[src/rtl/mem_port_arbiter_if.sv]
// Bundle of the IF, DM and memory-side handshake signals of the unified memory port.
// The arbiter uses the slave modport; the pipeline/memory environment uses master.
interface mem_port_arbiter_if #(
    parameter int unsigned XLEN               = 64,
    parameter int unsigned INSTRUCTION_LENGTH = 32
);
    logic                          if_req;
    logic [XLEN-1:0]               if_addr;
    logic [INSTRUCTION_LENGTH-1:0] if_rdata;
    logic                          if_valid;
    logic                          if_stall;

    logic                          dm_req;
    logic                          dm_we;
    logic [XLEN-1:0]               dm_addr;
    logic [XLEN-1:0]               dm_wdata;
    logic [XLEN-1:0]               dm_rdata;
    logic                          dm_valid;
    logic                          dm_stall;

    logic                          mem_req;
    logic                          mem_we;
    logic [XLEN-1:0]               mem_addr;
    logic [XLEN-1:0]               mem_wdata;
    logic                          mem_ready;
    logic                          mem_rvalid;
    logic [XLEN-1:0]               mem_rdata;

    logic                          timeout_err;

    modport master (
        output if_req, if_addr, dm_req, dm_we, dm_addr, dm_wdata,
        output mem_ready, mem_rvalid, mem_rdata,
        input  if_rdata, if_valid, if_stall, dm_rdata, dm_valid, dm_stall,
        input  mem_req, mem_we, mem_addr, mem_wdata, timeout_err
    );

    modport slave (
        input  if_req, if_addr, dm_req, dm_we, dm_addr, dm_wdata,
        input  mem_ready, mem_rvalid, mem_rdata,
        output if_rdata, if_valid, if_stall, dm_rdata, dm_valid, dm_stall,
        output mem_req, mem_we, mem_addr, mem_wdata, timeout_err
    );
endinterface

[src/rtl/mem_port_arbiter.sv]
// Arbitrates the unified memory port between instruction fetch and load/store, DM-priority
// with a starvation limit for IF. Optional response watchdog enabled by MEM_ARB_TIMEOUT_EN.
module mem_port_arbiter #(
    parameter int unsigned XLEN               = 64,
    parameter int unsigned INSTRUCTION_LENGTH = 32,
    parameter int unsigned STARVE_LIMIT       = 4
`ifdef MEM_ARB_TIMEOUT_EN
    ,
    parameter int unsigned TIMEOUT_CYCLES     = 255
`endif
) (
    input  logic              clk,
    input  logic              rst,
    mem_port_arbiter_if.slave bus
);
    localparam int unsigned STREAK_W = $clog2(STARVE_LIMIT + 1);

    typedef enum logic [1:0] {IDLE, REQ, WAIT} state_t;
    typedef enum logic {OWN_IF, OWN_DM} owner_t;

    state_t                        state, state_d;
    owner_t                        owner, owner_d;
    logic [STREAK_W-1:0]           streak, streak_d;
    logic                          mem_req_q, mem_req_d;
    logic                          mem_we_q, mem_we_d;
    logic [XLEN-1:0]               mem_addr_q, mem_addr_d;
    logic [XLEN-1:0]               mem_wdata_q, mem_wdata_d;
    logic [INSTRUCTION_LENGTH-1:0] if_rdata_q, if_rdata_d;
    logic                          if_valid_q, if_valid_d;
    logic [XLEN-1:0]               dm_rdata_q, dm_rdata_d;
    logic                          dm_valid_q, dm_valid_d;
    logic                          dm_wins;

`ifdef MEM_ARB_TIMEOUT_EN
    localparam int unsigned TMO_W = (TIMEOUT_CYCLES >= 256) ? $clog2(TIMEOUT_CYCLES + 1) : 8;
    logic [TMO_W-1:0] tmo_cnt, tmo_cnt_d;
    logic             timeout_err_q, timeout_err_d;
`endif

    // Next-state, arbitration and response capture
    always_comb begin
        state_d     = state;
        owner_d     = owner;
        streak_d    = streak;
        mem_req_d   = mem_req_q;
        mem_we_d    = mem_we_q;
        mem_addr_d  = mem_addr_q;
        mem_wdata_d = mem_wdata_q;
        if_rdata_d  = if_rdata_q;
        if_valid_d  = 1'b0;
        dm_rdata_d  = dm_rdata_q;
        dm_valid_d  = 1'b0;
        dm_wins     = bus.dm_req && (!bus.if_req || (streak < STREAK_W'(STARVE_LIMIT)));

        case (state)
            IDLE: begin
                if (bus.if_req || bus.dm_req) begin
                    state_d   = REQ;
                    mem_req_d = 1'b1;
                    if (dm_wins) begin
                        owner_d     = OWN_DM;
                        mem_we_d    = bus.dm_we;
                        mem_addr_d  = bus.dm_addr;
                        mem_wdata_d = bus.dm_wdata;
                        // A DM win with IF waiting implies streak < limit, so no overflow
                        streak_d    = bus.if_req ? streak + STREAK_W'(1) : '0;
                    end else begin
                        owner_d     = OWN_IF;
                        mem_we_d    = 1'b0;
                        mem_addr_d  = bus.if_addr;
                        mem_wdata_d = '0;
                        streak_d    = '0;
                    end
                end
            end
            REQ: begin
                if (bus.mem_ready) begin
                    state_d   = WAIT;
                    mem_req_d = 1'b0;
                end
            end
            WAIT: begin
                if (bus.mem_rvalid) begin
                    state_d = IDLE;
                    if (owner == OWN_IF) begin
                        if_rdata_d = bus.mem_rdata[INSTRUCTION_LENGTH-1:0];
                        if_valid_d = 1'b1;
                    end else begin
                        dm_rdata_d = mem_we_q ? '0 : bus.mem_rdata;
                        dm_valid_d = 1'b1;
                    end
                end
            end
            default: state_d = IDLE;
        endcase

`ifdef MEM_ARB_TIMEOUT_EN
        tmo_cnt_d     = '0;
        timeout_err_d = timeout_err_q;
        // Watchdog only ages while the FSM stays in the same busy state
        if ((state == REQ || state == WAIT) && state_d == state) begin
            if (tmo_cnt == TMO_W'(TIMEOUT_CYCLES - 1)) begin
                state_d       = IDLE;
                mem_req_d     = 1'b0;
                timeout_err_d = 1'b1;
            end else begin
                tmo_cnt_d = tmo_cnt + TMO_W'(1);
            end
        end
`endif
    end

    // State and registered outputs
    always_ff @(posedge clk or posedge rst) begin
        if (rst) begin
            state       <= IDLE;
            owner       <= OWN_IF;
            streak      <= '0;
            mem_req_q   <= 1'b0;
            mem_we_q    <= 1'b0;
            mem_addr_q  <= '0;
            mem_wdata_q <= '0;
            if_rdata_q  <= '0;
            if_valid_q  <= 1'b0;
            dm_rdata_q  <= '0;
            dm_valid_q  <= 1'b0;
        end else begin
            state       <= state_d;
            owner       <= owner_d;
            streak      <= streak_d;
            mem_req_q   <= mem_req_d;
            mem_we_q    <= mem_we_d;
            mem_addr_q  <= mem_addr_d;
            mem_wdata_q <= mem_wdata_d;
            if_rdata_q  <= if_rdata_d;
            if_valid_q  <= if_valid_d;
            dm_rdata_q  <= dm_rdata_d;
            dm_valid_q  <= dm_valid_d;
        end
    end

`ifdef MEM_ARB_TIMEOUT_EN
    always_ff @(posedge clk or posedge rst) begin
        if (rst) begin
            tmo_cnt       <= '0;
            timeout_err_q <= 1'b0;
        end else begin
            tmo_cnt       <= tmo_cnt_d;
            timeout_err_q <= timeout_err_d;
        end
    end
    assign bus.timeout_err = timeout_err_q;
`else
    assign bus.timeout_err = 1'b0;
`endif

    assign bus.mem_req   = mem_req_q;
    assign bus.mem_we    = mem_we_q;
    assign bus.mem_addr  = mem_addr_q;
    assign bus.mem_wdata = mem_wdata_q;
    assign bus.if_rdata  = if_rdata_q;
    assign bus.if_valid  = if_valid_q;
    assign bus.dm_rdata  = dm_rdata_q;
    assign bus.dm_valid  = dm_valid_q;
    assign bus.if_stall  = bus.if_req && !if_valid_q;
    assign bus.dm_stall  = bus.dm_req && !dm_valid_q;
endmodule

[src/flat_wrapper.sv]
// flat-port wrapper written by rule: the top's interface ports become plain ports
module mem_port_arbiter_flat 
#(
    parameter int unsigned XLEN               = 64,
    parameter int unsigned INSTRUCTION_LENGTH = 32,
    parameter int unsigned STARVE_LIMIT       = 4

)
  (clk, rst, bus_if_req, bus_if_addr, bus_dm_req, bus_dm_we, bus_dm_addr, bus_dm_wdata, bus_mem_ready, bus_mem_rvalid, bus_mem_rdata, bus_if_rdata, bus_if_valid, bus_if_stall, bus_dm_rdata, bus_dm_valid, bus_dm_stall, bus_mem_req, bus_mem_we, bus_mem_addr, bus_mem_wdata, bus_timeout_err);
  mem_port_arbiter_if #(.XLEN(XLEN), .INSTRUCTION_LENGTH(INSTRUCTION_LENGTH)) bus_i ();
  input  logic clk;
  input  logic rst;
  input wire logic [$bits(bus_i.if_req)-1:0] bus_if_req;
  input wire logic [$bits(bus_i.if_addr)-1:0] bus_if_addr;
  input wire logic [$bits(bus_i.dm_req)-1:0] bus_dm_req;
  input wire logic [$bits(bus_i.dm_we)-1:0] bus_dm_we;
  input wire logic [$bits(bus_i.dm_addr)-1:0] bus_dm_addr;
  input wire logic [$bits(bus_i.dm_wdata)-1:0] bus_dm_wdata;
  input wire logic [$bits(bus_i.mem_ready)-1:0] bus_mem_ready;
  input wire logic [$bits(bus_i.mem_rvalid)-1:0] bus_mem_rvalid;
  input wire logic [$bits(bus_i.mem_rdata)-1:0] bus_mem_rdata;
  output wire logic [$bits(bus_i.if_rdata)-1:0] bus_if_rdata;
  output wire logic [$bits(bus_i.if_valid)-1:0] bus_if_valid;
  output wire logic [$bits(bus_i.if_stall)-1:0] bus_if_stall;
  output wire logic [$bits(bus_i.dm_rdata)-1:0] bus_dm_rdata;
  output wire logic [$bits(bus_i.dm_valid)-1:0] bus_dm_valid;
  output wire logic [$bits(bus_i.dm_stall)-1:0] bus_dm_stall;
  output wire logic [$bits(bus_i.mem_req)-1:0] bus_mem_req;
  output wire logic [$bits(bus_i.mem_we)-1:0] bus_mem_we;
  output wire logic [$bits(bus_i.mem_addr)-1:0] bus_mem_addr;
  output wire logic [$bits(bus_i.mem_wdata)-1:0] bus_mem_wdata;
  output wire logic [$bits(bus_i.timeout_err)-1:0] bus_timeout_err;
  assign bus_i.if_req = bus_if_req;
  assign bus_i.if_addr = bus_if_addr;
  assign bus_i.dm_req = bus_dm_req;
  assign bus_i.dm_we = bus_dm_we;
  assign bus_i.dm_addr = bus_dm_addr;
  assign bus_i.dm_wdata = bus_dm_wdata;
  assign bus_i.mem_ready = bus_mem_ready;
  assign bus_i.mem_rvalid = bus_mem_rvalid;
  assign bus_i.mem_rdata = bus_mem_rdata;
  assign bus_if_rdata = bus_i.if_rdata;
  assign bus_if_valid = bus_i.if_valid;
  assign bus_if_stall = bus_i.if_stall;
  assign bus_dm_rdata = bus_i.dm_rdata;
  assign bus_dm_valid = bus_i.dm_valid;
  assign bus_dm_stall = bus_i.dm_stall;
  assign bus_mem_req = bus_i.mem_req;
  assign bus_mem_we = bus_i.mem_we;
  assign bus_mem_addr = bus_i.mem_addr;
  assign bus_mem_wdata = bus_i.mem_wdata;
  assign bus_timeout_err = bus_i.timeout_err;
  mem_port_arbiter #(.XLEN(XLEN), .INSTRUCTION_LENGTH(INSTRUCTION_LENGTH), .STARVE_LIMIT(STARVE_LIMIT)) u_core (.clk(clk), .rst(rst), .bus(bus_i));
endmodule
[config.mk]
export PLATFORM = sky130hd
export DESIGN_NAME = mem_port_arbiter_flat
export DESIGN_NICKNAME = d
export VERILOG_FILES = /design/src/rtl/mem_port_arbiter_if.sv /design/src/rtl/mem_port_arbiter.sv /design/src/flat_wrapper.sv
export SDC_FILE = /design/constraint.sdc
export NUM_CORES = 1
export LEC_CHECK = 0
export ABC_CLOCK_PERIOD_IN_PS = 8900
export BUFFER_PORTS_ARGS = -buffer_cell sky130_fd_sc_hd__buf_2
export CORE_AREA = 2 2 194 196
export DETAILED_ROUTE_END_ITERATION = 10
export DIE_AREA = 0 0 196 198
export PLACE_DENSITY = 0.57
export SYNTH_ARGS = -nofsm -noshare
export SYNTH_HDL_FRONTEND = slang
export SYNTH_SLANG_ARGS = --single-unit
[constraint.sdc]
create_clock -name clk -period 8.9 [get_ports clk]
set_input_delay 1.335 -clock clk [delete_from_list [all_inputs] [get_ports clk]]
set_output_delay 1.335 -clock clk [all_outputs]
set_load 0.02 [all_outputs]
==> Word level (Yosys, flattened, before mapping) <==
Cells that the tools add are included.
{ "word_totals": {"regBits": 234, "in_bits": 263, "out_inout_bits": 231, "elab_cells": 54} }
{ "classes": {"n_addsub": 1, "magnitude_cmp": 1, "n_eq_ne": 5, "n_mux": 20, "bitwise": 1, "reduce_logical": 15} }
{ "op_table": {"columns": ["op", "n"], "rows": [
  ["$mux 64", 3],
  ["$reduce_and 3->1", 4],
  ["$mux 1", 10],
  ["$mux 2", 3],
  ["$mux 3", 2],
  ["$pmux 2 s3", 1],
  ["$ne 2x2->1 const B", 2],
  ["$add 3x1->3 const B", 1],
  ["$logic_and 1x1->1", 3],
  ["$logic_not 1->1", 3],
  ["$lt 3x3->1 const B", 1],
  ["$eq 2x1->1 const B", 1],
  ["$eq 2x2->1 const B", 1],
  ["$logic_not 2->1", 1],
  ["$logic_or 1x1->1", 2],
  ["$ne 2x1->1 const B", 1],
  ["$pmux 1 s2", 1],
  ["$reduce_and 2->1", 1],
  ["$reduce_bool 2->1", 1],
  ["$not 1->1", 1]
]} }

==> Logic depth before layout (Yosys ltp) <==
Gate-level depths: netlist of the first run.
{ "logic_depth": {"ltp_word": 4, "depth_mapped": 6, "ltp_nobuf": 3} }

==> Least setup slack after synthesis of the first run <==
OpenSTA, ideal clock, no wires.
{ "synth_path": {"path_kind": "input to output", "start": "input bus_dm_req", "end": "output bus_dm_stall", "arrival_time_ns": 1.662, "required_time_ns": 7.565, "setup_slack_ns": 5.903, "cell_stages": 1, "path_buffers": 0, "path_cell_list": "nor2b_1"} }
{ "synth_via": {"elab_chain_cells": 1} }
{ "synth_rtl": {"columns": ["item", "line_no", "rtl"], "rows": [
  ["start: declaration", "flat_wrapper.sv:15", "input wire logic [$bits(bus_i.dm_req)-1:0] bus_dm_req;"],
  ["$logic_and 1x1->1", "mem_port_arbiter.sv:166", "assign bus.dm_stall = bus.dm_req && !dm_valid_q;"],
  ["end: declaration", "flat_wrapper.sv:27", "output wire logic [$bits(bus_i.dm_stall)-1:0] bus_dm_stall;"]
]} }
Every way passes these cells.

==> Worst setup path after layout of the first run <==
{ "layout_path": {"start": "input bus_if_req", "end": "register u_core.mem_addr_q[3] (netlist: u_core.bus.mem_addr[3])"} }
{ "layout_via": {"elab_chain_cells": 4, "elab_cells_between_ends": 6, "cone_classes": "mux (1); reduce/logical (5)"} }
{ "layout_rtl": {"columns": ["item", "line_no", "rtl"], "rows": [
  ["start: declaration", "flat_wrapper.sv:13", "input wire logic [$bits(bus_i.if_req)-1:0] bus_if_req;"],
  ["$logic_not 1->1", "mem_port_arbiter.sv:53", "dm_wins = bus.dm_req && (!bus.if_req || (streak < STREAK_W'(STARVE_LIMIT)));"],
  ["$logic_or 1x1->1", "mem_port_arbiter.sv:53", null],
  ["$logic_and 1x1->1", "mem_port_arbiter.sv:53", null],
  ["$mux 64", "mem_port_arbiter.sv:60", "if (dm_wins) begin"],
  ["end signal: assignment", "mem_port_arbiter.sv:133", "mem_addr_q <= mem_addr_d;"],
  ["end: declaration", "mem_port_arbiter.sv:26", "logic [XLEN-1:0] mem_addr_q, mem_addr_d;"]
]} }
Parallel ways exist; a longest one is shown, timed or not.
A chain may end at the register's enable or synchronous reset.

==> metrics.txt, run 1 <==
# TYPE chip_impl_metric gauge
chip_impl_metric{name="overall_via_count_from_detail_route",unit=""} 7390
chip_impl_info{name="layout_common_cells",value="492 x sky130_fd_sc_hd__buf_2, 234 x sky130_fd_sc_hd__dfrtp_1, 101 x sky130_fd_sc_hd__mux2_2"} 1
chip_impl_info{name="worstPathCellList",value="buf_2, o21ai_4, buf_4, buf_4, mux2_2"} 1
chip_impl_metric{name="pint",unit="mW"} 2.95
chip_impl_info{name="worst-setup-path-type",value="input pin to flip-flop"} 1
chip_impl_metric{name="rr_worst_depth",unit=""} 5
chip_impl_metric{name="synth_sequential_area_ratio",unit="%"} 60.8
chip_impl_metric{name="via_per_inst",unit=""} 4.36
chip_impl_metric{name="dieArea",unit="um^2"} 38800
chip_impl_metric{name="met1_length",unit="mm"} 11.4
chip_impl_metric{name="met3_length",unit="mm"} 2.46
chip_impl_metric{name="grt_first_pass_wirelength",unit="mm"} 42.1
chip_impl_metric{name="r2r_setup_slack",unit="ps"} 6140
chip_impl_metric{name="fin_setup_tns",unit="ps"} 0
chip_impl_metric{name="area_delta_synth_final",unit="%"} 38.0
chip_impl_metric{name="number_of_warnings_printed_during_yosys_synthesis",unit=""} 0
chip_impl_metric{name="cts-hold-fix-buffers",unit=""} 0
chip_impl_metric{name="num_io_pins",unit=""} 494
chip_impl_metric{name="leakage_power_figure",unit="nW"} 6.80
chip_impl_metric{name="total_overflow_reported_by_the_global_router",unit=""} 0
chip_impl_metric{name="avgRoutedWirePerCell",unit="um"} 16.7
chip_impl_metric{name="pre_repair_dr_iteration_count",unit=""} 4
chip_impl_info{name="timing.critical_path.to",value="u_core.bus.mem_addr[3]"} 1
chip_impl_metric{name="synth_largest_type_area_fraction",unit="%"} 60.8
chip_impl_metric{name="timing.final.setup_violations",unit=""} 0
chip_impl_metric{name="rows",unit=""} 71
chip_impl_metric{name="power_density",unit="nW/um^2"} 366
chip_impl_metric{name="grt_pass1_vias",unit=""} 7395
chip_impl_metric{name="clock_share_of_power",unit="%"} 20.4
chip_impl_metric{name="max_slew_margin",unit="%"} 15.1
chip_impl_info{name="critical_path.endpoint_type",value="flip-flop"} 1
chip_impl_metric{name="grt_antenna_before_repair",unit=""} 5
chip_impl_metric{name="worstPathArrival",unit="ps"} 3850
chip_impl_metric{name="postLayoutCoreUtil",unit="%"} 36.0
chip_impl_metric{name="dp_hpwl",unit="mm"} 20.7
chip_impl_metric{name="die_width",unit="um"} 196
chip_impl_info{name="yosys-top-cells-area",value="sky130_fd_sc_hd__dfrtp_1 61%, sky130_fd_sc_hd__mux2_2 12%, sky130_fd_sc_hd__mux2_1 7.0%"} 1
chip_impl_metric{name="met2_length",unit="mm"} 13.4
chip_impl_metric{name="crit_path_max_fanout",unit=""} 73
chip_impl_info{name="crit_path_top_delay_cell",value="sky130_fd_sc_hd__buf_4"} 1
chip_impl_metric{name="finalMaxSlewViolations",unit=""} 0
chip_impl_metric{name="number_of_gates_given_a_new_drive_strength_after_cts",unit=""} 0
chip_impl_info{name="critical_path.most_common_cell",value="sky130_fd_sc_hd__buf_4"} 1
chip_impl_info{name="most_frequent_standard_cell_in_the_layout_excluding_fill_and_tap_cells",value="sky130_fd_sc_hd__buf_2"} 1
chip_impl_metric{name="power.ir.vdd_worst",unit="mV"} 0.175
chip_impl_metric{name="synth_cell_types",unit=""} 25
chip_impl_metric{name="post_cts_buffers",unit=""} 0
chip_impl_metric{name="port_buffers",unit=""} 492
chip_impl_metric{name="number_of_cells_on_the_worst_hold_path",unit=""} 2
chip_impl_metric{name="final-hold-violation-count",unit=""} 0
chip_impl_metric{name="min_period_over_period",unit="%"} 38.8
chip_impl_metric{name="route.detailed.drc",unit=""} 0
chip_impl_metric{name="p_comb_share",unit="%"} 43.0
chip_impl_metric{name="maxCapViolCount",unit=""} 0
chip_impl_metric{name="dieHeight",unit="um"} 198
chip_impl_info{name="min_path_type",value="flip-flop to flip-flop"} 1
chip_impl_metric{name="drt_iter0_markers",unit=""} 259
chip_impl_metric{name="cts_clk_pin_slew_worst_paths",unit="ps"} 50
chip_impl_info{name="status",value="completed"} 1
chip_impl_metric{name="post_route_ant_nets",unit=""} 0
chip_impl_metric{name="timing_worst_slew_pin_value",unit="ps"} 1270
chip_impl_metric{name="netSwitchingFraction",unit="%"} 39.4
chip_impl_metric{name="synth_cells",unit=""} 729
chip_impl_metric{name="clockBufferDepth",unit=""} 3
chip_impl_metric{name="synth_seq_cells",unit=""} 234
chip_impl_metric{name="p_switching",unit="mW"} 1.92
chip_impl_metric{name="critical_path_required",unit="ps"} 9300
chip_impl_metric{name="nNetsFinal",unit=""} 1468
chip_impl_metric{name="routabilityCongestion",unit=""} 0.754
chip_impl_metric{name="worstSkewPairLatency",unit="ps"} 550
chip_impl_metric{name="finalClockSkew",unit="ps"} 33.0
chip_impl_metric{name="layout-drive-gt1-share",unit="%"} 52.6
chip_impl_metric{name="timing.fmax",unit="MHz"} 290
chip_impl_metric{name="stage_delay_of_the_slowest_cell_on_the_critical_path",unit="ps"} 760
chip_impl_metric{name="synth_area_per_cell",unit="um^2"} 13.2
chip_impl_metric{name="numCtsBuffers",unit=""} 26
chip_impl_metric{name="global_route.usage.total",unit="%"} 13.8
chip_impl_metric{name="clkSinkCount",unit=""} 234
chip_impl_info{name="clk_root_buffer_cell",value="sky130_fd_sc_hd__clkbuf_16"} 1
chip_impl_info{name="route.top_layer_used",value="met5"} 1
chip_impl_metric{name="grt_max_degree",unit=""} 128
chip_impl_metric{name="htreeDepth",unit=""} 1
chip_impl_info{name="cts_tree",value="built"} 1
chip_impl_info{name="beginning_of_the_critical_path",value="bus_if_req"} 1
chip_impl_info{name="grt_setup_unrepaired",value="no"} 1
chip_impl_metric{name="placeableCoreArea",unit="um^2"} 37000
chip_impl_info{name="yosys.area.top_type",value="sky130_fd_sc_hd__dfrtp_1"} 1
chip_impl_metric{name="drt_wl_total",unit="mm"} 28.3
chip_impl_metric{name="synth_nets",unit=""} 993
chip_impl_metric{name="seqPwrFrac",unit="%"} 36.6
chip_impl_metric{name="post-route-min-period",unit="ps"} 3450
chip_impl_info{name="critical_path.reg2reg.endpoint",value="u_core.bus.mem_addr[3]"} 1
chip_impl_info{name="setup.worst_path.start_class",value="input pin"} 1
chip_impl_info{name="regToRegStartpoint",value="u_core.state[0]"} 1
chip_impl_metric{name="mappedNetlistArea",unit="um^2"} 9640
chip_impl_metric{name="initial_utilization",unit="%"} 26.1
## synthesized netlist by cell type, drive strengths merged
cell    number
o21ai       67
nor3b        1
and3         1
clkbuf      25
conb         1
a22o        67
a21o         1
buf         28
nand2b      66
dfrtp      234
nand2       67
nor2b        2
nand3b       1
and4b        1
a21bo        1
ha           1
nand4b       1
nor2         1
mux2       161
inv          2
## routing by layer
layer | GRT usage (%) | vias to the layer above
met2 | 23.1 | 317
met4 | 5.64 | 6
li1 | - | 3508
met3 | 4.33 | 60
met1 | 16.4 | 3499
met5 | 0 | -
## power by group through the flow
| stage | logic (mW) | registers, mW | clock network, mW |
|---|---|---|---|
| 2_1_floorplan | 0.771 | 2.37 | 0 |
| 3_3_place_gp | 2.10 | 1.78 | 0 |
| 3_5_place_dp | 2.13 | 1.79 | 0 |
| 4_1_cts | 2.13 | 1.79 | 1.03 |
| 5_1_grt | 2.25 | 1.85 | 1.07 |
| 6_report | 2.09 | 1.78 | 0.994 |
## metrics by stage
stage,power (mW),setup WS (ps),instance area [um^2],hold WS [ps],instances
final,4.87,5450,13300,473,1696
after global routing,5.17,5330,13300,491,1696
after CTS,4.94,5470,13300,477,1695
after detailed placement,3.92,4910,12500,464,1650
after global placement,3.89,4930,12500,457,1650
after floorplan,3.14,1150,9640,477,729
## final cells by class
type	count	area [um^2]
Fill cell	3731	23700
Clock inverter	6	41.3
Inverter	2	15.0
Timing Repair Buffer	500	2530
Clock buffer	39	739
Antenna cell	1	2.50
Tap cell	474	593
Multi-Input combinational cell	440	3510
Sequential cell	234	5860
## logic make-up after synthesis
logic type | Yosys count | share of synthesized area, %
compound gates | 136 | 9.75
fa+ha+maj | 1 | 0.130
buf+inv | 55 | 2.97
flops | 234 | 60.8
mux | 161 | 18.8
other cells | 1 | 0.0389
simple gates | 141 | 7.53
## critical path, delay by kind of cell
kind / cells / cell delay, ps
buf+inv: 3 / 1410
compound gates: 1 / 600
mux: 1 / 410
## flip-flops by register name, summed over array words and instances, names as in the netlist
| signal | flops |
|---|---|
| u_core.bus.dm_rdata | 64 |
| u_core.bus.dm_valid | 1 |
| u_core.bus.if_rdata | 32 |
| u_core.bus.if_valid | 1 |
| u_core.bus.mem_addr | 64 |
| u_core.bus.mem_req | 1 |
| u_core.bus.mem_wdata | 64 |
| u_core.bus.mem_we | 1 |
| u_core.owner | 1 |
| u_core.state | 2 |
| u_core.streak | 3 |
## worst min-delay path by stage
stage	start	endpoint	slack (ps)
after floorplan	u_core.streak[1]	u_core.streak[1]	480
after global placement	u_core.bus.dm_rdata[8]	u_core.bus.dm_rdata[8]	460
after detailed placement	u_core.bus.dm_rdata[41]	u_core.bus.dm_rdata[41]	460
after CTS	u_core.bus.dm_rdata[41]	u_core.bus.dm_rdata[41]	480
after global routing	u_core.bus.dm_rdata[54]	u_core.bus.dm_rdata[54]	490
final	u_core.bus.dm_rdata[27]	u_core.bus.dm_rdata[27]	470
(Power assumes the default switching activity.)
==> inputs of run 2 (changes only) <==
--- a/config.mk
+++ b/config.mk
@@ -5,12 +5,12 @@
 export SDC_FILE = /design/constraint.sdc
 export NUM_CORES = 1
 export LEC_CHECK = 0
-export ABC_CLOCK_PERIOD_IN_PS = 8900
+export ABC_CLOCK_PERIOD_IN_PS = 3000
 export BUFFER_PORTS_ARGS = -buffer_cell sky130_fd_sc_hd__buf_2
-export CORE_AREA = 2 2 194 196
+export CORE_AREA = 2 2 192 194
 export DETAILED_ROUTE_END_ITERATION = 10
-export DIE_AREA = 0 0 196 198
-export PLACE_DENSITY = 0.57
+export DIE_AREA = 0 0 194 196
+export PLACE_DENSITY = 0.6
 export SYNTH_ARGS = -nofsm -noshare
 export SYNTH_HDL_FRONTEND = slang
 export SYNTH_SLANG_ARGS = --single-unit
==> constraint.sdc (replaced) <==
create_clock -name clk -period 3 [get_ports clk]
set_input_delay 0.45 -clock clk [delete_from_list [all_inputs] [get_ports clk]]
set_output_delay 0.45 -clock clk [all_outputs]
set_load 0.02 [all_outputs]
==> metrics.txt, run 2 (synthesis results as in run 1) <==
# TYPE chip_impl_metric gauge
chip_impl_metric{name="post-route-min-period",unit="ps"} 1960
chip_impl_metric{name="power_density",unit="nW/um^2"} 1110
chip_impl_metric{name="finalMaxSlewViolations",unit=""} 0
chip_impl_metric{name="numCtsBuffers",unit=""} 26
chip_impl_metric{name="rr_worst_depth",unit=""} 4
chip_impl_metric{name="clockBufferDepth",unit=""} 3
chip_impl_metric{name="rows",unit=""} 70
chip_impl_metric{name="dp_hpwl",unit="mm"} 21.2
chip_impl_metric{name="min_period_over_period",unit="%"} 65.3
chip_impl_metric{name="power.ir.vdd_worst",unit="mV"} 0.691
chip_impl_metric{name="num_io_pins",unit=""} 494
chip_impl_info{name="worst-setup-path-type",value="flip-flop to flip-flop"} 1
chip_impl_info{name="critical_path.reg2reg.endpoint",value="u_core.bus.mem_wdata[24]"} 1
chip_impl_metric{name="avgRoutedWirePerCell",unit="um"} 16.8
chip_impl_metric{name="timing.final.setup_violations",unit=""} 0
chip_impl_metric{name="grt_pass1_vias",unit=""} 7666
chip_impl_metric{name="pre_repair_dr_iteration_count",unit=""} 4
chip_impl_metric{name="route.detailed.drc",unit=""} 0
chip_impl_metric{name="drt_wl_total",unit="mm"} 28.6
chip_impl_metric{name="r2r_setup_slack",unit="ps"} 1040
chip_impl_metric{name="area_delta_synth_final",unit="%"} 41.0
chip_impl_info{name="most_frequent_standard_cell_in_the_layout_excluding_fill_and_tap_cells",value="sky130_fd_sc_hd__buf_2"} 1
chip_impl_metric{name="place_inst",unit=""} 1652
chip_impl_metric{name="via_per_inst",unit=""} 4.37
chip_impl_info{name="min_to",value="u_core.state[0]"} 1
chip_impl_metric{name="drt_iter0_markers",unit=""} 249
chip_impl_info{name="setup.worst_path.start_class",value="flip-flop"} 1
chip_impl_metric{name="crit_path_max_fanout",unit=""} 25
chip_impl_metric{name="total_overflow_reported_by_the_global_router",unit=""} 0
chip_impl_metric{name="critical_path_required",unit="ps"} 3480
chip_impl_metric{name="layout-drive-gt1-share",unit="%"} 53.5
chip_impl_metric{name="routabilityCongestion",unit=""} 0.770
chip_impl_metric{name="final-hold-violation-count",unit=""} 0
chip_impl_metric{name="clkSinkCount",unit=""} 234
chip_impl_info{name="grt_setup_unrepaired",value="no"} 1
chip_impl_metric{name="final.fill_count",unit=""} 3534
chip_impl_metric{name="cts_clk_pin_slew_worst_paths",unit="ps"} 60
chip_impl_metric{name="overall_via_count_from_detail_route",unit=""} 7438
chip_impl_metric{name="port_buffers",unit=""} 492
chip_impl_info{name="layout_common_cells",value="492 x sky130_fd_sc_hd__buf_2, 234 x sky130_fd_sc_hd__dfrtp_1, 101 x sky130_fd_sc_hd__mux2_2"} 1
chip_impl_metric{name="number_of_cells_on_the_worst_hold_path",unit=""} 2
chip_impl_metric{name="grt_max_degree",unit=""} 99
chip_impl_metric{name="worstSkewPairLatency",unit="ps"} 540
chip_impl_metric{name="htreeDepth",unit=""} 1
chip_impl_metric{name="dieArea",unit="um^2"} 38000
chip_impl_metric{name="die_width",unit="um"} 194
chip_impl_info{name="cts_tree",value="built"} 1
chip_impl_info{name="min_from",value="bus_mem_ready"} 1
chip_impl_metric{name="timing_worst_slew_pin_value",unit="ps"} 758
chip_impl_metric{name="max_slew_margin",unit="%"} 49.2
chip_impl_metric{name="leakage_power_figure",unit="nW"} 6.94
chip_impl_metric{name="dieHeight",unit="um"} 196
chip_impl_metric{name="place_ws",unit="ps"} 872
chip_impl_metric{name="global_route.usage.total",unit="%"} 14.5
chip_impl_info{name="critical_path.endpoint_type",value="flip-flop"} 1
chip_impl_metric{name="post_cts_buffers",unit=""} 0
chip_impl_metric{name="placeableCoreArea",unit="um^2"} 36100
chip_impl_metric{name="nNetsFinal",unit=""} 1477
chip_impl_metric{name="maxCapViolCount",unit=""} 0
chip_impl_metric{name="post_layout_nonfiller_instances",unit=""} 1704
chip_impl_metric{name="timing.fmax",unit="MHz"} 510
chip_impl_metric{name="postLayoutSetupSlackWorst",unit="ps"} 1040
chip_impl_metric{name="fin_setup_tns",unit="ps"} 0
chip_impl_metric{name="post_route_ant_nets",unit=""} 0
chip_impl_info{name="status",value="completed"} 1
chip_impl_metric{name="initial_utilization",unit="%"} 26.7
chip_impl_info{name="min_path_type",value="input pin to flip-flop"} 1
chip_impl_info{name="regToRegStartpoint",value="u_core.state[0]"} 1
chip_impl_metric{name="worstPathArrival",unit="ps"} 2440
chip_impl_metric{name="grt_antenna_before_repair",unit=""} 4
chip_impl_info{name="clk_root_buffer_cell",value="sky130_fd_sc_hd__clkbuf_16"} 1
chip_impl_metric{name="grt_first_pass_wirelength",unit="mm"} 44.3
chip_impl_metric{name="finalClockSkew",unit="ps"} 10.8
-- run 2: changes by cell type in the layout (fill, tap and decap cells not counted) --
| cell | delta |
|---|---|
| sky130_fd_sc_hd__a21bo_2 | -1 |
| sky130_fd_sc_hd__a21bo_4 | +1 |
| sky130_fd_sc_hd__buf_12 | +5 |
| sky130_fd_sc_hd__buf_4 | +3 |
| sky130_fd_sc_hd__bufinv_16 | +5 |
| sky130_fd_sc_hd__clkbuf_1 | -7 |
| sky130_fd_sc_hd__clkinv_2 | +3 |
| sky130_fd_sc_hd__clkinv_4 | +1 |
| sky130_fd_sc_hd__clkinvlp_4 | +2 |
| sky130_fd_sc_hd__diode_2 | +2 |
| sky130_fd_sc_hd__dlygate4sd3_1 | +1 |
| sky130_fd_sc_hd__inv_8 | -1 |
-- run 2: what timing repair did --
item                      in CTS  in global routing
hold endpoints to repair      21                  0
gates resized for setup        0                  0
hold buffers                   1                  0
-- run 2: worst max-delay path by stage --
| stage | from | end | depth (start not counted) |
|---|---|---|---|
| finish | u_core.state[0] | u_core.bus.mem_wdata[24] | 4 |
| global route | u_core.state[0] | u_core.bus.dm_rdata[44] | 4 |
| CTS | u_core.state[0] | u_core.bus.mem_wdata[24] | 4 |
| detailed placement | bus_dm_req | u_core.bus.mem_addr[56] | 5 |
| global placement | bus_dm_req | u_core.bus.mem_addr[18] | 5 |
| floorplan | rst | u_core.bus.dm_rdata[0] | 1 |
-- run 2: area by class of cell --
class	instances	area [um^2]	share of cell area, %
well taps	468	586	4.31
multi-input cells	440	3520	25.9
clock inverters	16	223	1.64
diodes	3	7.51	0.0553
flip-flops and latches	234	5860	43.1
clock buffers	32	713	5.25
repair buffers	509	2670	19.6
inverters	2	11.3	0.0829
-- run 2: metal layers --
layer | vias up | GRT usage [%] | share of wire, %
met4 | 0 | 4.85 | 3.1
met5 | - | 0 | 0
met2 | 326 | 24.0 | 48
met1 | 3537 | 18.0 | 41
met3 | 48 | 4.57 | 8.3
li1 | 3527 | - | -
-- run 2: power by group --
part           switching, mW  internal [mW]
Clock                   1.33           2.12
Combinational           3.72           2.51
Sequential             0.768           4.58
Total                   5.82           9.22
-- run 2: worst max-delay path, cell delays in order, from the launching register on --
cell                      delay [ps]
sky130_fd_sc_hd__dfrtp_1         410
sky130_fd_sc_hd__nor2_1          340
sky130_fd_sc_hd__and3_2          580
sky130_fd_sc_hd__buf_4           370
sky130_fd_sc_hd__a22o_1          180
-- run 2: per-stage QoR --
| stage | hold slack (ps) | utilization, % | power [mW] | cell area (um^2) |
|---|---|---|---|---|
| finish | 107 | 37.6 | 15.0 | 13600 |
| global route | 92.9 | 37.6 | 15.9 | 13600 |
| CTS | 70.5 | 37.6 | 15.3 | 13600 |
| detailed placement | 466 | 35.0 | 11.7 | 12600 |
| global placement | 458 | 35.0 | 11.6 | 12600 |
| floorplan | 477 | - | 9.32 | 9640 |
